File: src/rtl/l1_l2_arbiter_if.sv
// L1 I/D request-response signals and the L2 CPU-side port, as seen by the arbiter.
// slave: arbiter view; master: environment view (both L1 caches plus the L2 controller).
interface l1_l2_arbiter_if #(
   parameter int ADDR_WIDTH = 32,
   parameter int LINE_WIDTH = 256
);
   logic                  i_read;
   logic [ADDR_WIDTH-1:0] i_address;
   logic [LINE_WIDTH-1:0] i_rdata;
   logic                  i_resp;

   logic                  d_read;
   logic                  d_write;
   logic [ADDR_WIDTH-1:0] d_address;
   logic [LINE_WIDTH-1:0] d_wdata;
   logic [LINE_WIDTH-1:0] d_rdata;
   logic                  d_resp;

   logic                  l2_read;
   logic                  l2_write;
   logic [ADDR_WIDTH-1:0] l2_address;
   logic [LINE_WIDTH-1:0] l2_wdata;
   logic [LINE_WIDTH-1:0] l2_rdata;
   logic                  l2_resp;

   modport slave (
      input  i_read, i_address, d_read, d_write, d_address, d_wdata, l2_rdata, l2_resp,
      output i_rdata, i_resp, d_rdata, d_resp, l2_read, l2_write, l2_address, l2_wdata
   );

   modport master (
      output i_read, i_address, d_read, d_write, d_address, d_wdata, l2_rdata, l2_resp,
      input  i_rdata, i_resp, d_rdata, d_resp, l2_read, l2_write, l2_address, l2_wdata
   );
endinterface

File: src/rtl/l1_l2_arbiter.sv
// Round-robin 2:1 arbiter of L1 I/D line requests onto the L2 port, with saturating grant counters.
// L2 request is registered one cycle after grant; L1 holds its request until resp; next grant two cycles after l2_resp.
module l1_l2_arbiter #(
   parameter int ADDR_WIDTH = 32,
   parameter int LINE_WIDTH = 256,
   parameter int CNT_WIDTH  = 32,
   parameter bit D_FIRST    = 1'b1
) (
   input  logic                 clk,
   input  logic                 rst_n,
   l1_l2_arbiter_if.slave       bus,
   output logic [CNT_WIDTH-1:0] perf_i_grants,
   output logic [CNT_WIDTH-1:0] perf_d_grants
);
   typedef enum logic [1:0] {
      IDLE    = 2'd0,
      BUSY_I  = 2'd1,
      BUSY_D  = 2'd2,
      RELEASE = 2'd3
   } state_t;

   state_t                r_state;
   state_t                w_next_state;
   logic                  r_ptr_d;
   logic                  r_op_write;
   logic [ADDR_WIDTH-1:0] r_addr;
   logic [LINE_WIDTH-1:0] r_wdata;
   logic [CNT_WIDTH-1:0]  r_cnt_i;
   logic [CNT_WIDTH-1:0]  r_cnt_d;

   logic w_d_req;
   logic w_grant_i;
   logic w_grant_d;
   logic w_busy;

   assign w_d_req = bus.d_read | bus.d_write;

   always_ff @(posedge clk or negedge rst_n) begin
      if (!rst_n) begin
         r_state <= IDLE;
      end else begin
         r_state <= w_next_state;
      end
   end

   always_comb begin
      w_next_state = r_state;
      w_grant_i    = 1'b0;
      w_grant_d    = 1'b0;
      case (r_state)
         IDLE: begin
            if (bus.i_read && w_d_req) begin
               w_grant_d = r_ptr_d;
               w_grant_i = !r_ptr_d;
            end else begin
               w_grant_i = bus.i_read;
               w_grant_d = w_d_req;
            end
            if (w_grant_i) begin
               w_next_state = BUSY_I;
            end else if (w_grant_d) begin
               w_next_state = BUSY_D;
            end
         end
         BUSY_I, BUSY_D: begin
            if (bus.l2_resp) begin
               w_next_state = RELEASE;
            end
         end
         RELEASE: begin
            w_next_state = IDLE;
         end
         default: begin
            w_next_state = IDLE;
         end
      endcase
   end

   // Latches are written only at the grant edge, so L2 sees a request that ignores later L1 input changes.
   always_ff @(posedge clk or negedge rst_n) begin
      if (!rst_n) begin
         r_ptr_d    <= D_FIRST;
         r_op_write <= 1'b0;
         r_addr     <= '0;
         r_wdata    <= '0;
         r_cnt_i    <= '0;
         r_cnt_d    <= '0;
      end else begin
         if (w_grant_i) begin
            r_ptr_d    <= 1'b1;
            r_op_write <= 1'b0;
            r_addr     <= bus.i_address;
            if (r_cnt_i != '1) begin
               r_cnt_i <= r_cnt_i + CNT_WIDTH'(1);
            end
         end
         if (w_grant_d) begin
            r_ptr_d    <= 1'b0;
            r_op_write <= bus.d_write;
            r_addr     <= bus.d_address;
            if (bus.d_write) begin
               r_wdata <= bus.d_wdata;
            end
            if (r_cnt_d != '1) begin
               r_cnt_d <= r_cnt_d + CNT_WIDTH'(1);
            end
         end
      end
   end

   assign w_busy         = (r_state == BUSY_I) || (r_state == BUSY_D);
   assign bus.l2_read    = w_busy && !r_op_write;
   assign bus.l2_write   = w_busy && r_op_write;
   assign bus.l2_address = r_addr;
   assign bus.l2_wdata   = r_wdata;

   // Response pulses are combinational so the L1 sees completion in the same cycle as l2_resp.
   assign bus.i_resp  = (r_state == BUSY_I) && bus.l2_resp;
   assign bus.d_resp  = (r_state == BUSY_D) && bus.l2_resp;
   assign bus.i_rdata = bus.l2_rdata;
   assign bus.d_rdata = bus.l2_rdata;

   assign perf_i_grants = r_cnt_i;
   assign perf_d_grants = r_cnt_d;
endmodule

File: src/flat_wrapper.sv
// flat-port wrapper written by rule: the top's interface ports become plain ports
module l1_l2_arbiter_flat 
#(
   parameter int ADDR_WIDTH = 32,
   parameter int LINE_WIDTH = 256,
   parameter int CNT_WIDTH  = 32,
   parameter bit D_FIRST    = 1'b1
)
  (clk, rst_n, perf_i_grants, perf_d_grants, bus_i_read, bus_i_address, bus_d_read, bus_d_write, bus_d_address, bus_d_wdata, bus_l2_rdata, bus_l2_resp, bus_i_rdata, bus_i_resp, bus_d_rdata, bus_d_resp, bus_l2_read, bus_l2_write, bus_l2_address, bus_l2_wdata);
  l1_l2_arbiter_if #(.ADDR_WIDTH(ADDR_WIDTH), .LINE_WIDTH(LINE_WIDTH)) bus_i ();
  input  logic clk;
  input  logic rst_n;
  output logic [CNT_WIDTH-1:0] perf_i_grants;
  output logic [CNT_WIDTH-1:0] perf_d_grants;
  input wire logic [$bits(bus_i.i_read)-1:0] bus_i_read;
  input wire logic [$bits(bus_i.i_address)-1:0] bus_i_address;
  input wire logic [$bits(bus_i.d_read)-1:0] bus_d_read;
  input wire logic [$bits(bus_i.d_write)-1:0] bus_d_write;
  input wire logic [$bits(bus_i.d_address)-1:0] bus_d_address;
  input wire logic [$bits(bus_i.d_wdata)-1:0] bus_d_wdata;
  input wire logic [$bits(bus_i.l2_rdata)-1:0] bus_l2_rdata;
  input wire logic [$bits(bus_i.l2_resp)-1:0] bus_l2_resp;
  output wire logic [$bits(bus_i.i_rdata)-1:0] bus_i_rdata;
  output wire logic [$bits(bus_i.i_resp)-1:0] bus_i_resp;
  output wire logic [$bits(bus_i.d_rdata)-1:0] bus_d_rdata;
  output wire logic [$bits(bus_i.d_resp)-1:0] bus_d_resp;
  output wire logic [$bits(bus_i.l2_read)-1:0] bus_l2_read;
  output wire logic [$bits(bus_i.l2_write)-1:0] bus_l2_write;
  output wire logic [$bits(bus_i.l2_address)-1:0] bus_l2_address;
  output wire logic [$bits(bus_i.l2_wdata)-1:0] bus_l2_wdata;
  assign bus_i.i_read = bus_i_read;
  assign bus_i.i_address = bus_i_address;
  assign bus_i.d_read = bus_d_read;
  assign bus_i.d_write = bus_d_write;
  assign bus_i.d_address = bus_d_address;
  assign bus_i.d_wdata = bus_d_wdata;
  assign bus_i.l2_rdata = bus_l2_rdata;
  assign bus_i.l2_resp = bus_l2_resp;
  assign bus_i_rdata = bus_i.i_rdata;
  assign bus_i_resp = bus_i.i_resp;
  assign bus_d_rdata = bus_i.d_rdata;
  assign bus_d_resp = bus_i.d_resp;
  assign bus_l2_read = bus_i.l2_read;
  assign bus_l2_write = bus_i.l2_write;
  assign bus_l2_address = bus_i.l2_address;
  assign bus_l2_wdata = bus_i.l2_wdata;
  l1_l2_arbiter #(.ADDR_WIDTH(ADDR_WIDTH), .LINE_WIDTH(LINE_WIDTH), .CNT_WIDTH(CNT_WIDTH), .D_FIRST(D_FIRST)) u_core (.clk(clk), .rst_n(rst_n), .bus(bus_i), .perf_i_grants(perf_i_grants), .perf_d_grants(perf_d_grants));
endmodule
File: config.mk
export PLATFORM = sky130hd
export DESIGN_NAME = l1_l2_arbiter_flat
export DESIGN_NICKNAME = d
export VERILOG_FILES = /design/src/rtl/l1_l2_arbiter_if.sv /design/src/rtl/l1_l2_arbiter.sv /design/src/flat_wrapper.sv
export SDC_FILE = /design/constraint.sdc
export NUM_CORES = 1
export LEC_CHECK = 0
export BUFFER_PORTS_ARGS = -buffer_cell sky130_fd_sc_hd__buf_2
export CELL_PAD_IN_SITES_DETAIL_PLACEMENT = 1
export CELL_PAD_IN_SITES_GLOBAL_PLACEMENT = 1
export CORE_AREA = 4 4 569 571
export CTS_CLUSTER_DIAMETER = 120
export CTS_CLUSTER_SIZE = 10
export DETAILED_ROUTE_END_ITERATION = 16
export DIE_AREA = 0 0 573 575
export PLACE_DENSITY_LB_ADDON = 0.1
export SLEW_MARGIN = 20
export SYNTH_ARGS = -nofsm -noshare
export SYNTH_HDL_FRONTEND = slang
export SYNTH_SLANG_ARGS = --single-unit
export TNS_END_PERCENT = 10
File: constraint.sdc
create_clock -name clk -period 4.5 [get_ports clk]
set_input_delay 0.45 -clock clk [delete_from_list [all_inputs] [get_ports clk]]
set_output_delay 0.45 -clock clk [all_outputs]
set_load 0.01 [all_outputs]
Yosys cells after proc, flatten, opt, wreduce, memory -nomap -nowiden:

Cells that the tools add are included.

* register bits: 356
* output and inout bits: 868
* input port bits: 582
* word-level logic and storage cells: 48

* bitwise logic cells: 1
* reduce and logical (&&, ||, !) cells: 15
* $add $sub $neg: 2
* equal/unequal tests: 7
* multiplexer cells: 16

Operators with widths (count)
* adder 32 x 1 -> 32 bit, second input constant: 2
* 2-to-1 mux 32 bit: 2
* inequality test 32 bit, second input constant: 2
* 2-to-1 mux 1 bit: 10
* AND reduction 2 bit: 4
* 2-to-1 mux 2 bit: 3
* one-hot mux 2 bit (3 select lines): 1
* logical AND 1 bit: 5
* equality test 2 bit, second input constant: 2
* inequality test 3 bit, second input constant: 1
* equality test 2 x 1 -> 1 bit, second input constant: 1
* zero test 1 bit: 2
* zero test 2 bit: 1
* inequality test 2 bit, second input constant: 1
* nonzero test 2 bit: 1
* OR reduction 2 bit: 1
* logical OR 1 bit: 1
* OR 1 bit: 1

Longest topological paths before layout:

Gate-level depths: netlist of the first run.

* word-level depth: 7
* mapped depth: 9

Least setup slack after synthesis of the first run:

OpenSTA, ideal clock, no wires.

* kind: register -> register
* start point: reg u_core.r_cnt_i[0], in the netlist u_core.perf_i_grants[0]
* end point: reg u_core.r_cnt_i[1], in the netlist u_core.perf_i_grants[1]
* data required time: 4375 ps
* arrival time: 2153 ps
* stages on the path, launching flop included: 9
* period minus slack after synthesis: 2278 ps
* slack: 2222 ps
* buffers on the path: 2
* cell sequence: dfrtp_1 > ha_1 > nand2_1 > or4_1 > clkbuf_2 > or3b_1 > buf_6 > nand2_4 > mux2_4

* word-level cells in the longest chain between the ends: 2
* elaborated cells between the ends (all ways): 3
* those cells by class: add/sub: 1; eq/ne: 1; reduce/logical: 1

RTL lines
* from (decl): line l1_l2_arbiter.sv:28 `logic [CNT_WIDTH-1:0] r_cnt_i;`
* from (signal assigned): line l1_l2_arbiter.sv:94 `r_cnt_i <= r_cnt_i + CNT_WIDTH'(1);`
* parallel branches: the longest is 2 deep, another holds adder 32 x 1 -> 32 bit

Several ways; the timed one is not identified.
A chain may end at the register's enable or synchronous reset.

Final worst setup path of the first run:

* start point: reg u_core.r_state[1]
* end point: reg u_core.r_addr[10], in the netlist u_core.bus.l2_address[10]

* word-level cells in the longest chain between the ends: 3
* elaborated cells between the ends (all ways): 5
* those cells by class: mux: 3; reduce/logical: 2

RTL lines
* from (decl): line l1_l2_arbiter.sv:22 `state_t r_state;`
* from (signal assigned): line l1_l2_arbiter.sv:42 `r_state <= w_next_state;`
* zero test 2 bit *: line l1_l2_arbiter.sv:50 `case (r_state)`
* 2-to-1 mux 1 bit: line l1_l2_arbiter.sv:50
* 2-to-1 mux 32 bit or nonzero test 2 bit (tied branches)
* to (signal assigned): line l1_l2_arbiter.sv:92 `r_addr <= bus.i_address;`
* to (signal assigned): line l1_l2_arbiter.sv:100 `r_addr <= bus.d_address;`
* to (decl): line l1_l2_arbiter.sv:26 `logic [ADDR_WIDTH-1:0] r_addr;`

Mark *: on every way between the ends. The rest lies on a longest branch, timed or not.

==> reports/qor.csv, run 1 <==
stage,metric,value,unit
synthesis,share of cell area taken by muxes after synthesis,0.161,
timing,Final Critical Period,3.21,ns
cells_and_area,# nets final,2659,
detailed_routing,DRC violation total after the first TritonRoute iteration,277,
die,die span in y,575,um
die,Die Outline Area,0.329,mm2
worst_setup_path,Worst Path Max Fanout,26,
synthesis,synthesized netlist net count,2145,
detailed_routing,Post-Route WL,111000,um
synthesis,per-instance average area after synthesis,11.6,um2
synthesis,"share of synthesized cell area in full adder, half adder and majority cells",0.00415,
worst_setup_path,delay of the slowest cell on the worst path,0.83,ns
worst_setup_path,type of the worst setup path,flip-flop to flip-flop,
global_routing,remaining global-route overflow,0,
cells_and_area,area taken by flip-flops and latches,0.00891,mm2
global_routing,via count of the first global-routing pass,15500,
synthesis,main combinational cell family by area after synthesis,buffers and inverters,
hold_path,type of the worst min-delay path,input pin to flip-flop,
clock_tree,CTS tree,done,
status,status,completed,
detailed_routing,drt via density,2.09,
timing,final number of hold-violating endpoints,0,
global_routing,maximum number of pins on one net before global-route repair,68,
die,I/O pin total,1450,
synthesis,fraction of synthesis flops using an asynchronous set or reset pin,1.00,
placement,PortBufs,681,
cells_and_area,final standard cell count with taps included and fillers excluded,6281,
synthesis,area share of and/or/nand/nor cells after synthesis,0.0726,
cells_and_area,area of combinational cells with multiple inputs,0.00514,mm2
worst_setup_path,capturing element type of the critical path,flip-flop,
synthesis,part of the Yosys area used for sequential elements,0.492,
die,placement row count,207,
clock_tree,CTS buffer count,46,
timing,skew final,0.0385,ns
die,Placeable Area,0.318,mm2
timing,Final TNS setup,0,ns
detailed_routing,met2 layer wire length in the routed design,52400,um
placement,RD Place Congestion,0.650,
synthesis,commonest register cell after synthesis,sky130_fd_sc_hd__dfrtp_1,
die,Initial Utilization,0.0570,
timing,slew at the pin closest to its max-slew limit,1.07,ns
worst_setup_path,critical path arrival,3.81,ns
clock_tree,clock insertion delay at the later pin of the skew report,0.68,ns
synthesis,XOR/XNOR share of the synthesized area,0.0285,
worst_setup_path,worst-path cell chain,inv_1 > ha_1 > and3_2 > buf_4 > nand2_1 > a31oi_1 > dlygate4sd3_1,
synthesis,Gate Count Post-Synth,1557,
detailed_routing,post-route ant nets,0,
cells_and_area,share of final-layout standard cells stronger than drive strength 1,0.501,
cells_and_area,Area Growth Syn to Fin,52.4,%
die,x dimension of the die,573,um
timing,max-slew violation count,0,
global_routing,number of antenna violations at the first check in global routing,17,
pwr,total power density per cell area,579,mW/mm2
synthesis,compound-cell area share of the yosys netlist,0.0164,
worst_setup_path,library cell contributing the largest single delay on the critical path,sky130_fd_sc_hd__and3_2,
worst_setup_path,number of buffers and inverters on the critical path,3,
detailed_routing,first-pass iteration count of the detailed router,4,
global_routing,total routing resource utilization after global routing,0.0653,
synthesis,number of enable flip-flop cells after synthesis,0,
worst_setup_path,cell class contributing the biggest share of worst-path delay,buffers and inverters,
placement,post-placement setup slack,1.15,ns
placement,placed cell count,5889,
detailed_routing,sum of routed wire segments on met1,40900,um
clock_tree,clock tree buffer depth,3,
timing,maximum clock frequency,0.312,GHz
detailed_routing,metal3 WL,12700,um
detailed_routing,uppermost metal layer occupied by signal nets,met5,
synthesis,total number of yosys warnings,0,
synthesis,ranking of synthesized cells by area,"sky130_fd_sc_hd__dfrtp_1, sky130_fd_sc_hd__buf_4, sky130_fd_sc_hd__mux2_2",
synthesis,register bit total from synthesis,356,
timing,relative max-transition margin,0.283,
synthesis,synthesized area,0.0181,mm2
detailed_routing,via count,13100,
job,max-cap check violation count,0,
synthesis,number of distinct library cells after synthesis,48,
global_routing,first-pass GRT wire length,148000,um
worst_setup_path,flop2flop setup slack,1.29,ns
timing,Final setup violation count,0,
worst_setup_path,Required @ worst endpoint,5.11,ns
clock_tree,Clk Tree Root Cell,sky130_fd_sc_hd__clkbuf_16,
clock_tree,number of H-tree branching levels,2,
detailed_routing,drt wl/cell,17.7,um
pwr,worst vdd rail ir drop,0.248,mV
timing,final worst-path cycle share,0.712,
detailed_routing,total DRC errors in the routed layout,0,
clock_tree,"CTS clk-pin slew, worst paths",0.07,ns
pwr,leakage power,11.3,nW
synthesis,cell accounting for the most synthesized area,sky130_fd_sc_hd__dfrtp_1,
timing,final setup margin,1.29,ns
placement,Detailed Place HPWL,89500,um
timing,RSZ-0062 raised after global routing,no,
cells_and_area,final-layout fill cell count,37200,
cells_and_area,final core utilization,0.0868,
worst_setup_path,crit path launch type,flip-flop,
synthesis,share of Yosys cell area claimed by the top area cell type,0.491,
clock_tree,clk sinks,356,
## worst paths after layout
check                                          from                        end  depth (start not counted)
setup / recovery                  u_core.r_state[1]  u_core.bus.l2_address[10]                          7
hold / removal                     bus_d_wdata[208]   u_core.bus.l2_wdata[208]                          2
setup reg to reg                  u_core.r_state[1]  u_core.bus.l2_address[10]                          7
hold reg to reg            u_core.perf_d_grants[30]   u_core.perf_d_grants[30]                          1
max in group asynchronous                     rst_n    u_core.bus.l2_wdata[27]                          4
min in group asynchronous                     rst_n    u_core.bus.l2_wdata[28]                          2
## timing repair
action / 4_1_cts / 5_1_grt
buffers inserted: 0 / 0
gates resized for setup: 0 / 0
hold buffers: 314 / 0
setup endpoints to repair: 0 / 0
endpoints found under the hold margin: 320 / 0
## synth_stat cells (all sizes together), types with 2 or more instances
cell / instances
ha: 6
buf: 528
inv: 7
a31oi: 32
and2: 3
xor2: 37
xnor2: 22
nor4b: 3
nor4: 14
o211ai: 2
or4: 4
nand2: 90
clkbuf: 34
nand3: 30
nor3: 27
nand4: 23
nor2: 45
and4: 4
o21ai: 5
and3: 6
or2: 4
or3: 2
dfrtp: 355
nor3b: 3
mux2: 258
## registers in the layout, summed over array words and instances (netlist names)
signal / flops
u_core.perf_d_grants: 32
u_core.r_ptr_d: 1
u_core.r_op_write: 1
u_core.bus.l2_wdata: 256
u_core.perf_i_grants: 32
u_core.r_state: 2
u_core.bus.l2_address: 32
## cells in the final DEF (no fill, tap or decap), types with 4 or more instances in the layout
master	instances
sky130_fd_sc_hd__xnor2_1	22
sky130_fd_sc_hd__buf_2	680
sky130_fd_sc_hd__and3_1	5
sky130_fd_sc_hd__ha_1	6
sky130_fd_sc_hd__nand4_1	22
sky130_fd_sc_hd__clkbuf_1	4
sky130_fd_sc_hd__nand3_1	26
sky130_fd_sc_hd__xor2_1	37
sky130_fd_sc_hd__nor3_1	27
sky130_fd_sc_hd__or2_2	4
sky130_fd_sc_hd__diode_2	14
sky130_fd_sc_hd__a31oi_1	32
sky130_fd_sc_hd__buf_4	30
sky130_fd_sc_hd__o21ai_0	5
sky130_fd_sc_hd__and4_1	4
sky130_fd_sc_hd__mux2_2	257
sky130_fd_sc_hd__nor2_1	45
sky130_fd_sc_hd__dfrtp_1	355
sky130_fd_sc_hd__inv_1	7
sky130_fd_sc_hd__or4_1	4
sky130_fd_sc_hd__nand2_1	89
sky130_fd_sc_hd__dlygate4sd3_1	314
sky130_fd_sc_hd__nor4_1	13
sky130_fd_sc_hd__clkbuf_16	46
## layout make-up
| cell class | count | share of cell area |
|---|---|---|
| flip-flops and latches | 356 | 0.323 |
| repair buffers | 1028 | 0.248 |
| well taps | 4180 | 0.190 |
| multi-input cells | 632 | 0.186 |
| clock buffers | 52 | 0.0433 |
| clock inverters | 12 | 0.00771 |
| diodes | 14 | 0.00127 |
| inverters | 7 | 0.000952 |
## routing by layer
layer / vias to the layer above / track usage
met5: - / 0
met1: 6475 / 0.0682
met2: 641 / 0.109
met3: 277 / 0.0340
li1: 5732 / -
met4: 4 / 0.0304
## where the power goes
| part | switching (mW) | internal [mW] |
|---|---|---|
| registers | 0.796 | 4.61 |
| clock network | 1.86 | 2.07 |
| logic | 3.77 | 2.87 |
## metrics by stage
stage | instance area, um2 | total power [mW] | hold slack [ns]
finish | 27600 | 16.0 | 0.101
global route | 27600 | 17.4 | 0.0164
CTS | 27600 | 16.9 | 0.0104
detailed placement | 23000 | 12.1 | 0.462
global placement | 23000 | 12.2 | 0.466
floorplan | 18100 | 8.46 | 0.154
## cells by family after synthesis
group / after synthesis
buffers and inverters: 569
DFF: 356
and+or+nand+nor: 263
muxes: 258
xor gates and xnor gates: 59
AOI/OAI and AO/OA: 46
adders and majority gates: 6
Power figures use the tool's default switching activity.
==> run 2: changes to the inputs <==
--- a/config.mk
+++ b/config.mk
@@ -5,14 +5,15 @@
 export SDC_FILE = /design/constraint.sdc
 export NUM_CORES = 1
 export LEC_CHECK = 0
+export ABC_AREA = 1
 export BUFFER_PORTS_ARGS = -buffer_cell sky130_fd_sc_hd__buf_2
 export CELL_PAD_IN_SITES_DETAIL_PLACEMENT = 1
 export CELL_PAD_IN_SITES_GLOBAL_PLACEMENT = 1
-export CORE_AREA = 4 4 569 571
+export CORE_AREA = 4 4 564 566
 export CTS_CLUSTER_DIAMETER = 120
 export CTS_CLUSTER_SIZE = 10
 export DETAILED_ROUTE_END_ITERATION = 16
-export DIE_AREA = 0 0 573 575
+export DIE_AREA = 0 0 568 570
 export PLACE_DENSITY_LB_ADDON = 0.1
 export SLEW_MARGIN = 20
 export SYNTH_ARGS = -nofsm -noshare
==> constraint.sdc (replaced) <==
create_clock -name clk -period 2.9 [get_ports clk]
set_input_delay 0.29 -clock clk [delete_from_list [all_inputs] [get_ports clk]]
set_output_delay 0.29 -clock clk [all_outputs]
set_load 0.01 [all_outputs]
==> run 2 against run 1 <==
  * Die area shrank 1.7%
  * Clock skew shrank 0.014 ns
  * Via count grew 40%
  * Largest power group unchanged
  * Critical path depth grew 2
==> reports/qor.csv, run 2 <==
stage,metric,value,unit
placement,RD Place Congestion,0.684,
synthesis,cell accounting for the most synthesized area,sky130_fd_sc_hd__dfrtp_1,
synthesis,per-instance average area after synthesis,7.85,um2
synthesis,ranking of synthesized cells by area,"sky130_fd_sc_hd__dfrtp_1, sky130_fd_sc_hd__buf_4, sky130_fd_sc_hd__nand2_1",
pwr,worst vdd rail ir drop,0.438,mV
global_routing,remaining global-route overflow,0,
clock_tree,CTS tree,done,
die,Placeable Area,0.314,mm2
placement,PortBufs,681,
cells_and_area,share of final-layout standard cells stronger than drive strength 1,0.280,
cells_and_area,final standard cell count with taps included and fillers excluded,7281,
clock_tree,CTS buffer count,48,
global_routing,maximum number of pins on one net before global-route repair,93,
timing,Final setup violation count,0,
detailed_routing,via count,18400,
cells_and_area,flip-flop count of the largest register after layout,256,
pwr,total power density per cell area,821,mW/mm2
clock_tree,clock insertion delay at the later pin of the skew report,0.67,ns
global_routing,number of antenna violations at the first check in global routing,55,
synthesis,commonest cells in the synthesized netlist,"sky130_fd_sc_hd__nand2_1, sky130_fd_sc_hd__buf_4, sky130_fd_sc_hd__dfrtp_1",
timing,RSZ-0062 raised after global routing,no,
placement,Detailed Place HPWL,121000,um
detailed_routing,total DRC errors in the routed layout,0,
synthesis,total number of yosys warnings,0,
global_routing,first-pass GRT wire length,198000,um
detailed_routing,drt wl/cell,20.5,um
status,status,completed,
placement,placement-stage cell area,0.0252,mm2
pwr,leakage power,13.7,nW
global_routing,total routing resource utilization after global routing,0.0897,
placement,placed cell count,6862,
cells_and_area,Area Growth Syn to Fin,49.9,%
timing,max-slew violation count,0,
timing,Final TNS setup,0,ns
synthesis,part of the Yosys area used for sequential elements,0.445,
die,die span in y,570,um
cells_and_area,most frequent cells in the layout,"sky130_fd_sc_hd__nand2_1, sky130_fd_sc_hd__buf_2, sky130_fd_sc_hd__dfrtp_1",
detailed_routing,post-route ant nets,0,
detailed_routing,Post-Route WL,150000,um
clock_tree,number of H-tree branching levels,2,
worst_setup_path,critical path arrival,3.13,ns
clock_tree,clock tree buffer depth,3,
worst_setup_path,flop2flop setup slack,0.38,ns
cells_and_area,# nets final,3669,
timing,final-layout worst hold slack,0.0389,ns
worst_setup_path,Required @ worst endpoint,3.51,ns
timing,final worst-path cycle share,0.869,
timing,relative max-transition margin,0.359,
cells_and_area,final core utilization,0.0956,
synthesis,share of Yosys cell area claimed by the top area cell type,0.444,
timing,final number of hold-violating endpoints,0,
clock_tree,Clk Tree Root Cell,sky130_fd_sc_hd__clkbuf_16,
synthesis,synthesized area,0.0200,mm2
synthesis,Gate Count Post-Synth,2549,
timing,skew final,0.0241,ns
clock_tree,"CTS clk-pin slew, worst paths",0.06,ns
die,placement row count,206,
timing,maximum clock frequency,0.397,GHz
clock_tree,post-CTS setup repair buffer count,0,
timing,slew at the pin closest to its max-slew limit,0.961,ns
die,Initial Utilization,0.0638,
worst_setup_path,capturing element type of the critical path,flip-flop,
synthesis,register bit total from synthesis,356,
detailed_routing,drt via density,2.53,
die,x dimension of the die,568,um
detailed_routing,DRC violation total after the first TritonRoute iteration,617,
die,Die Outline Area,0.324,mm2
worst_setup_path,crit path launch type,flip-flop,
cells_and_area,most frequent standard cell in the layout excluding fill and tap cells,sky130_fd_sc_hd__nand2_1,
detailed_routing,first-pass iteration count of the detailed router,4,
timing,Final Critical Period,2.52,ns
die,I/O pin total,1450,
synthesis,commonest register cell after synthesis,sky130_fd_sc_hd__dfrtp_1,
synthesis,number of enable flip-flop cells after synthesis,0,
clock_tree,clk sinks,356,
synthesis,number of distinct library cells after synthesis,27,
job,max-cap check violation count,0,
cells_and_area,post-route cell area,0.0300,mm2
worst_setup_path,type of the worst setup path,flip-flop to flip-flop,
hold_path,type of the worst min-delay path,input pin to flip-flop,
synthesis,most repeated cell in the gate-level netlist after synthesis,sky130_fd_sc_hd__nand2_1,
synthesis,synthesized netlist net count,3137,
cells_and_area,final-layout fill cell count,37400,
global_routing,via count of the first global-routing pass,20700,
worst_setup_path,Worst Path Max Fanout,19,
synthesis,fraction of synthesis flops using an asynchronous set or reset pin,1.00,
-- run 2: cell types whose count changed in the layout (fill, tap and decap cells not counted), moves of 13 or more --
cell                            before  now
sky130_fd_sc_hd__buf_12              3   24
sky130_fd_sc_hd__xor2_1             37    9
sky130_fd_sc_hd__nor3_1             27    1
sky130_fd_sc_hd__nor4_1             13    0
sky130_fd_sc_hd__nand2_1            89  928
sky130_fd_sc_hd__buf_4              30   70
sky130_fd_sc_hd__dlygate4sd3_1     314  329
sky130_fd_sc_hd__mux2_2            257    0
sky130_fd_sc_hd__nand3_1            26  303
sky130_fd_sc_hd__inv_1               7   71
sky130_fd_sc_hd__nor2_1             45  151
-- run 2: cells by family (layout without fill, tap and decap cells) --
group | Yosys count | after routing | synth area share
XOR/XNOR | 19 | 19 | 0.00832
AND/OR/NAND/NOR | 1423 | 1423 | 0.292
other | 0 | 19 | 0
buffers and inverters | 696 | 1249 | 0.236
flip-flops | 356 | 356 | 0.445
adder cells (fa/ha/maj) | 6 | 6 | 0.00375
AO/OA/AOI/OAI | 49 | 49 | 0.0144
-- run 2: final timing paths --
| check | start | endpoint | cells after the start |
|---|---|---|---|
| setup / recovery | u_core.r_state[0] | u_core.bus.l2_address[22] | 9 |
| min in group asynchronous | rst_n | u_core.perf_i_grants[30] | 3 |
| hold reg to reg | u_core.bus.l2_wdata[226] | u_core.bus.l2_wdata[226] | 2 |
| hold / removal | bus_d_wdata[2] | u_core.bus.l2_wdata[2] | 3 |
| setup reg to reg | u_core.r_state[0] | u_core.bus.l2_address[22] | 9 |
| max in group asynchronous | rst_n | u_core.bus.l2_wdata[30] | 4 |
-- run 2: timing repair --
item	in CTS	in global routing
hold buffers	329	0
endpoints found under the hold margin	388	0
resized for setup	0	0
-- run 2: final cells by class --
type | count | area (um2) | area share
Antenna cell | 19 | 47.5 | 0.00159
Clock inverter | 13 | 123 | 0.00409
Sequential cell | 356 | 8910 | 0.297
Inverter | 74 | 278 | 0.00926
Tap cell | 4160 | 5200 | 0.174
Clock buffer | 58 | 1310 | 0.0437
Multi-Input combinational cell | 1497 | 6390 | 0.213
Timing Repair Buffer | 1104 | 7730 | 0.258
-- run 2: power by group --
group	leakage [nW]	internal [mW]	switching (mW)
combinational	8.45	3.55	6.59
sequential	4.49	6.89	1.39
clock	0.706	3.27	2.93
-- run 2: through the flow --
stage | power [mW] | setup WS (ns)
2_1_floorplan | 12.6 | 1.15
3_3_place_gp | 18.4 | 0.404
3_5_place_dp | 18.4 | 0.410
4_1_cts | 26.1 | 0.281
5_1_grt | 27.1 | 0.189
6_report | 24.6 | 0.380
-- run 2: worst max-delay path: stages (launching register included) --
cell and delay, ns:
sky130_fd_sc_hd__dfrtp_1 0.40, sky130_fd_sc_hd__inv_1 0.11, sky130_fd_sc_hd__ha_1 0.23, sky130_fd_sc_hd__inv_1 0.10, sky130_fd_sc_hd__nor2_4 0.21, sky130_fd_sc_hd__buf_12 0.20, sky130_fd_sc_hd__buf_4 0.29, sky130_fd_sc_hd__nand2_1 0.15
sky130_fd_sc_hd__a31oi_1 0.19, sky130_fd_sc_hd__dlygate4sd3_1 0.56
-- run 2: per-layer routing --
metal	vias to the layer above	share of wire	wire [um]	GRT usage
li1	8547	-	-	-
met1	8670	0.40	59500	0.103
met2	874	0.44	65400	0.139
met3	333	0.13	19500	0.0525
met4	22	0.034	5050	0.0296
met5	-	0.0010	149	0.000149
